==> config.mk <==
export PLATFORM = sky130hd
export DESIGN_NAME = ram_sp_rr_arbiter
export DESIGN_NICKNAME = d
export VERILOG_FILES = /design/src/rtl/ram_sp_rr_arbiter.sv
export SDC_FILE = /design/constraint.sdc
export NUM_CORES = 1
export LEC_CHECK = 0
export ABC_AREA = 1
export CAP_MARGIN = 20
export CORE_AREA = 2 2 147 149
export DETAILED_ROUTE_END_ITERATION = 8
export DIE_AREA = 0 0 149 151
export PLACE_DENSITY = 0.67
export SYNTH_ARGS = -nofsm -noshare
export SYNTH_HDL_FRONTEND = slang
export SYNTH_SLANG_ARGS = --single-unit
==> constraint.sdc <==
create_clock -name clk -period 2.75 [get_ports clk]
set_input_delay 0.275 -clock clk [delete_from_list [all_inputs] [get_ports clk]]
set_output_delay 0.275 -clock clk [all_outputs]
set_load 0.03 [all_outputs]
==> src/rtl/ram_sp_rr_arbiter.sv <==
// Round-robin arbiter sharing one single-port byte-write RAM between N_PORTS requesters,
// with an optional zero sweep of the whole RAM after reset.
module ram_sp_rr_arbiter #(
  parameter int unsigned N_PORTS        = 2,
  parameter int unsigned ADDR_BITS      = 10,
  parameter int unsigned DATA_BITS      = 64,
  parameter int unsigned CLEAR_ON_RESET = 1
) (
  input  logic                              clk,
  input  logic                              rst,
  input  logic [N_PORTS-1:0]                req_valid,
  output logic [N_PORTS-1:0]                req_ready,
  input  logic [N_PORTS*DATA_BITS/8-1:0]    req_we,
  input  logic [N_PORTS*ADDR_BITS-1:0]      req_addr,
  input  logic [N_PORTS*DATA_BITS-1:0]      req_data,
  output logic [N_PORTS-1:0]                rsp_valid,
  output logic [DATA_BITS-1:0]              rsp_data,
  output logic                              init_done,
  output logic                              ram_en,
  output logic [DATA_BITS/8-1:0]            ram_we,
  output logic [ADDR_BITS-1:0]              ram_addr,
  output logic [DATA_BITS-1:0]              ram_data_in,
  input  logic [DATA_BITS-1:0]              ram_data_out
);

  localparam int unsigned BE_BITS = DATA_BITS / 8;
  localparam int unsigned DEPTH   = 2 ** ADDR_BITS;
  localparam int unsigned CNT_W   = ADDR_BITS + 1;
  localparam int unsigned PTR_W   = (N_PORTS > 1) ? $clog2(N_PORTS) : 1;

  typedef enum logic [0:0] {
    ST_CLEAR = 1'b0,
    ST_RUN   = 1'b1
  } state_e;

  localparam state_e RST_STATE = (CLEAR_ON_RESET != 0) ? ST_CLEAR : ST_RUN;

  state_e               state_q, state_d;
  logic [CNT_W-1:0]     clr_cnt_q, clr_cnt_d;
  logic [PTR_W-1:0]     ptr_q, ptr_d;
  logic                 ram_en_q, ram_en_d;
  logic [BE_BITS-1:0]   ram_we_q, ram_we_d;
  logic [ADDR_BITS-1:0] ram_addr_q, ram_addr_d;
  logic [DATA_BITS-1:0] ram_data_q, ram_data_d;
  logic [N_PORTS-1:0]   rd_port_q, rd_port_d;
  logic [N_PORTS-1:0]   rsp_valid_q;
  logic                 init_done_q, init_done_d;

  logic                 gnt_found;
  logic [PTR_W-1:0]     gnt_idx;
  logic [PTR_W-1:0]     cand;

  logic [BE_BITS-1:0]   we_a   [N_PORTS];
  logic [ADDR_BITS-1:0] addr_a [N_PORTS];
  logic [DATA_BITS-1:0] data_a [N_PORTS];

  for (genvar g = 0; g < N_PORTS; g++) begin : g_unpack
    assign we_a[g]   = req_we[g*BE_BITS +: BE_BITS];
    assign addr_a[g] = req_addr[g*ADDR_BITS +: ADDR_BITS];
    assign data_a[g] = req_data[g*DATA_BITS +: DATA_BITS];
  end

  // Round-robin search starting one past the last winner.
  always_comb begin
    gnt_found = 1'b0;
    gnt_idx   = '0;
    cand      = '0;
    if (state_q == ST_RUN) begin
      for (int unsigned k = 1; k <= N_PORTS; k++) begin
        cand = PTR_W'((32'(ptr_q) + k) % N_PORTS);
        if (!gnt_found && req_valid[cand]) begin
          gnt_found = 1'b1;
          gnt_idx   = cand;
        end
      end
    end
  end

  always_comb begin
    req_ready = '0;
    if (gnt_found) req_ready[gnt_idx] = 1'b1;
  end

  // Next-state: clear sweep, then registered RAM command from the granted port.
  always_comb begin
    state_d    = state_q;
    clr_cnt_d  = clr_cnt_q;
    ptr_d      = ptr_q;
    ram_en_d   = 1'b0;
    ram_we_d   = '0;
    ram_addr_d = ram_addr_q;
    ram_data_d = ram_data_q;
    rd_port_d  = '0;
    unique case (state_q)
      ST_CLEAR: begin
        if (clr_cnt_q == CNT_W'(DEPTH)) begin
          state_d = ST_RUN;
        end else begin
          ram_en_d   = 1'b1;
          ram_we_d   = '1;
          ram_addr_d = clr_cnt_q[ADDR_BITS-1:0];
          ram_data_d = '0;
          clr_cnt_d  = clr_cnt_q + CNT_W'(1);
        end
      end
      ST_RUN: begin
        if (gnt_found) begin
          ptr_d              = gnt_idx;
          ram_en_d           = 1'b1;
          ram_we_d           = we_a[gnt_idx];
          ram_addr_d         = addr_a[gnt_idx];
          ram_data_d         = data_a[gnt_idx];
          rd_port_d[gnt_idx] = (we_a[gnt_idx] == '0);
        end
      end
      default: state_d = RST_STATE;
    endcase
    init_done_d = (state_d == ST_RUN);
  end

  always_ff @(posedge clk) begin
    if (rst) begin
      state_q     <= RST_STATE;
      clr_cnt_q   <= '0;
      ptr_q       <= PTR_W'(N_PORTS - 1);
      ram_en_q    <= 1'b0;
      ram_we_q    <= '0;
      ram_addr_q  <= '0;
      ram_data_q  <= '0;
      rd_port_q   <= '0;
      rsp_valid_q <= '0;
      init_done_q <= 1'b0;
    end else begin
      state_q     <= state_d;
      clr_cnt_q   <= clr_cnt_d;
      ptr_q       <= ptr_d;
      ram_en_q    <= ram_en_d;
      ram_we_q    <= ram_we_d;
      ram_addr_q  <= ram_addr_d;
      ram_data_q  <= ram_data_d;
      rd_port_q   <= rd_port_d;
      rsp_valid_q <= rd_port_q;
      init_done_q <= init_done_d;
    end
  end

  assign ram_en      = ram_en_q;
  assign ram_we      = ram_we_q;
  assign ram_addr    = ram_addr_q;
  assign ram_data_in = ram_data_q;
  assign rsp_valid   = rsp_valid_q;
  assign rsp_data    = ram_data_out;
  assign init_done   = init_done_q;

endmodule

Yosys cells after proc, flatten, opt, wreduce, memory -nomap -nowiden
Index checks and enable logic that the tools add are counted.
{ "classes": {"n_bitwise": 5, "mux": 37, "eq_ne": 3, "n_reduce_logical": 8, "order_cmp": 5, "n_addsub": 3} }
{ "ops": {"columns": ["op", "count"], "rows": [
  ["64-bit 2-to-1 mux", 5],
  ["64-bit one-hot mux with 2 select lines", 1],
  ["10-bit 2-to-1 mux", 5],
  ["8-bit 2-to-1 mux", 5],
  ["10-bit one-hot mux with 2 select lines", 1],
  ["1-bit 2-to-1 mux", 16],
  ["8-bit one-hot mux with 2 select lines", 1],
  ["11-bit by 1-bit adder with 11-bit output, second input constant", 1],
  ["11-bit == test, second input constant", 1],
  ["8-bit zero test", 1],
  ["1-bit by 2-bit less-than comparator with 1-bit output, second input constant", 3],
  ["2-bit AND reduction", 3],
  ["1-bit inverter", 3],
  ["3-bit OR reduction", 1],
  ["1-bit adder, second input constant", 2],
  ["2-bit AND", 1],
  ["2-bit >= comparator, second input constant", 1],
  ["1-bit logical AND", 2],
  ["2-bit 2-to-1 mux", 1],
  ["2-bit by 1-bit inequality test with 1-bit output, second input constant", 1],
  ["2-bit inequality test, second input constant", 1],
  ["1-bit inverter with 2-bit output", 1],
  ["1-bit one-hot mux with 2 select lines", 1],
  ["1-bit demux with 1-bit select", 1],
  ["2 further kinds", 2]
]} }
{ "totals": {"output_inout_bits": 152, "register_bits": 100, "word_cells": 70, "in_bits": 232} }

Logic depth before layout (Yosys ltp)
{ "depth": {"word_depth": 15, "ltp_mapped": 11, "mapped_depth_nobuf": 9} }

Worst setup path after synthesis
Ideal clock, no wire load.
{ "synth_timing": {"path_type": "register to output", "startpoint": "register init_done (netlist name)", "endpoint": "output port req_ready[0]", "path_buffers": 2, "arrival_time_ns": 1.640, "stages_incl_launch_ff": 8, "setup_slack_ns": 0.835, "path_cell_list": "dfxtp_1 -> buf_2 -> nand2_1 -> inv_2 -> nand2_2 -> buf_2 -> inv_1 -> nor2_1"} }
{ "synth_rtl": {"columns": ["item", "line_no", "rtl"], "rows": [
  ["to (decl)", "12", "output logic [N_PORTS-1:0] req_ready,"]
]} }

==> summary.txt <==
GRT
  • Grt met1 use: 18.8%
  • Met2 Resource Use GR: 29.1%
  • Remaining global-route overflow: 0
  • Vias in the first global route: 5,760
  • Largest net degree at the start of global routing: 78
  • Antenna violations before repair: 0
  • GRT Util Overall: 16.2%
  • Gr busiest metal: met2
  • Grt met3 use: 3.40%
  • First-pass GRT wire length: 29,200 µm

Hold path
  • Hold Crit Class: reg -> reg

Flow run
  • Max cap viols: 0

Critical path
  • CP arrival: 2060 ps
  • Crit path kind: reg -> out
  • Slowest CP cell: dfxtp_4
  • Crit path launch type: flop
  • WP data required: 2480 ps
  • CP Cell Sequence: buf_4, nand2_1, inv_2, nand2_4, inv_1, nor2_1, buf_4
  • Cell mode on critical path: buf_4
  • CP max FO: 32
  • Setup slack, reg-to-reg: 530 ps
  • Crit. End Element: output port
  • Max incr delay on CP: 400 ps

Clock tree
  • Post_cts resized: 0
  • Clock edge transition at the registers on the reported setup and hold paths: 70 ps
  • CTS H-tree depth: 3
  • # clock sinks: 100
  • Postcts setup bufs: 0
  • CTS root buffer: clkbuf_16
  • Cts bufs inserted: 9
  • Clock Path Buffers: 2
  • Hold buffers post-CTS: 0
  • CTS tree: done
  • Clk_lat worst skew: 350 ps

Synth
  • FF+latch count, synth: 100
  • Ys Warns: 0
  • Mapped Avg Cell Area: 5.90 µm²
  • Synth cell types: 23
  • Syn Inst Count: 1,069
  • Register area share after synthesis: 31.7%
  • Syn Nets: 1,303
  • Netlist Area Pre-Place: 6310 µm²

Placed design
  • Cells after DPL: 1,484
  • DP HPWL: 13,800 µm
  • Dpl ws: 453 ps
  • I/O Buffers: 255
  • GP Congestion: 0.813

Routing
  • Vias: 6,469
  • Vias per cell: 4.31
  • Drt drc: 0
  • Routed wire length: 19,100 µm
  • DR iter-0 viols: 292
  • First-pass DRT Iterations: 4
  • Detail Route Antenna Nets: 0
  • DR WL/cell: 12.7 µm

Die
  • Die Wd: 149 µm
  • Starting density of the core: 30.3%
  • I/O pin count: 384
  • Die height: 151 µm
  • Core area: 20,800 µm²
  • Std cell rows: 53
  • DIE AREA: 22,500 µm²

Timing
  • Fmax: 0.429 GHz
  • Clk_skew: 8.16 ps
  • Setup TNS: 0 ps
  • Post-layout worst setup margin: 418 ps
  • Slew Limit Headroom: 40.4%
  • Min Tclk post-route: 2330 ps
  • RSZ-0062 raised after global routing: no
  • Slew Limit Fails: 0
  • Final hold violation count: 0
  • Part of the cycle the worst path needs: 84.8%
  • Measured slew at the worst slew-check pin: 894 ps
  • Finish-stage setup viols: 0

Final layout
  • Share of layout cells above drive strength 1: 3.43%
  • NumNets Final: 1,454
  • Register area: 2010 µm²
  • Final core utilization: 42.5%
  • # diodes: 0
  • Fill cells: 2,226
  • Area of the multi-input gates: 2880 µm²
  • P&R area growth vs syn: 40.2%
  • Final Instance Count excl. Fillers: 1,500

Power
  • LEAKAGE: 4.31 nW
  • PwrDens: 349 nW/µm²
  • Peak VDD IR: 231 µV
  • Power, Total: 3.08 mW

Status
  • Status: complete, no violations
## worst paths after layout
path	from	endpoint	cells after the start
worst max-delay path	init_done$_SDFF_PP0_	req_ready[0]	7
worst min-delay path	rd_port_q[0]$_SDFF_PP0_	rsp_valid[0]$_SDFF_PP0_	2
worst max register to register	init_done$_SDFF_PP0_	ram_data_in[7]$_SDFFE_PP0P_	7
worst min register to register	rd_port_q[0]$_SDFF_PP0_	rsp_valid[0]$_SDFF_PP0_	2
## metal layers
layer	share of wire [%]	vias to the layer above	wire, µm
met5	0	-	0
met3	7.0	38	1340
met4	2.6	0	501
met2	49	223	9330
met1	41	2792	7900
li1	-	3416	-
## cell type report
type | count | share of cell area [%]
Tap cell | 275 | 3.89
Multi-Input combinational cell | 672 | 32.6
Clock inverter | 5 | 0.410
Inverter | 169 | 7.18
Timing Repair Buffer | 268 | 30.5
Clock buffer | 11 | 2.75
Sequential cell | 100 | 22.7
## power breakdown
part | internal (mW) | switching, mW | total, mW | leakage [nW]
Sequential | 1.46 | 0.00987 | 1.47 | 0.810
Combinational | 0.254 | 0.122 | 0.376 | 3.36
Clock | 0.643 | 0.594 | 1.24 | 0.136
## cells in the final DEF (no fill, tap or decap), drive strengths merged, types with 11 or more instances in the layout
master,instances
nand3,76
nor2,192
nand2,290
inv,170
clkdlybuf4s50,253
buf,15
clkbuf,11
nand3b,14
dfxtp,100
o21ai,80
a21oi,12
## worst max-delay path, delay by kind of cell, from the launching register on
kind / cells / cell delay [ps]
buf+inv: 4 / 890
simple gates: 3 / 410
flops: 1 / 400
## registers in the layout, summed over array words and instances, names as in the netlist
register / count
ram_addr: 10
rd_port_q: 2
ptr_q: 1
clr_cnt_q: 11
rsp_valid: 2
init_done: 1
ram_we: 8
ram_en: 1
ram_data_in: 64
## stage by stage
stage                     hold WS, ps  area (µm²)
final                             417        8840
after global routing              440        8840
after CTS                         416        8840
after detailed placement          404        8560
after global placement            391        8540
after floorplan                   388        6310
## cells in the mapped netlist (all sizes together)
| master | n | area share (%) |
|---|---|---|
| inv | 169 | 10 |
| clkbuf | 27 | 1.6 |
| nand2 | 290 | 17 |
| ha | 2 | 0.40 |
| dfxtp | 100 | 32 |
| buf | 101 | 11 |
| nand4 | 2 | 0.20 |
| a21oi | 12 | 0.95 |
| nand3 | 76 | 6.1 |
| xor2 | 3 | 0.42 |
| nor3 | 1 | 0.079 |
| nor2 | 192 | 12 |
| nand3b | 14 | 1.7 |
| o21ai | 80 | 6.4 |
## cells by family (layout without fill, tap and decap cells)
group	count (synthesis)	count (layout)	synth area share, %
and+or+nand+nor	575	575	37.1
xor gates and xnor gates	3	3	0.417
AOI/OAI and AO/OA	92	92	7.36
buffers and inverters	297	453	23.0
adders and majority gates	2	2	0.397
DFF	100	100	31.7
No activity file was read; power rests on OpenSTA's default activity.
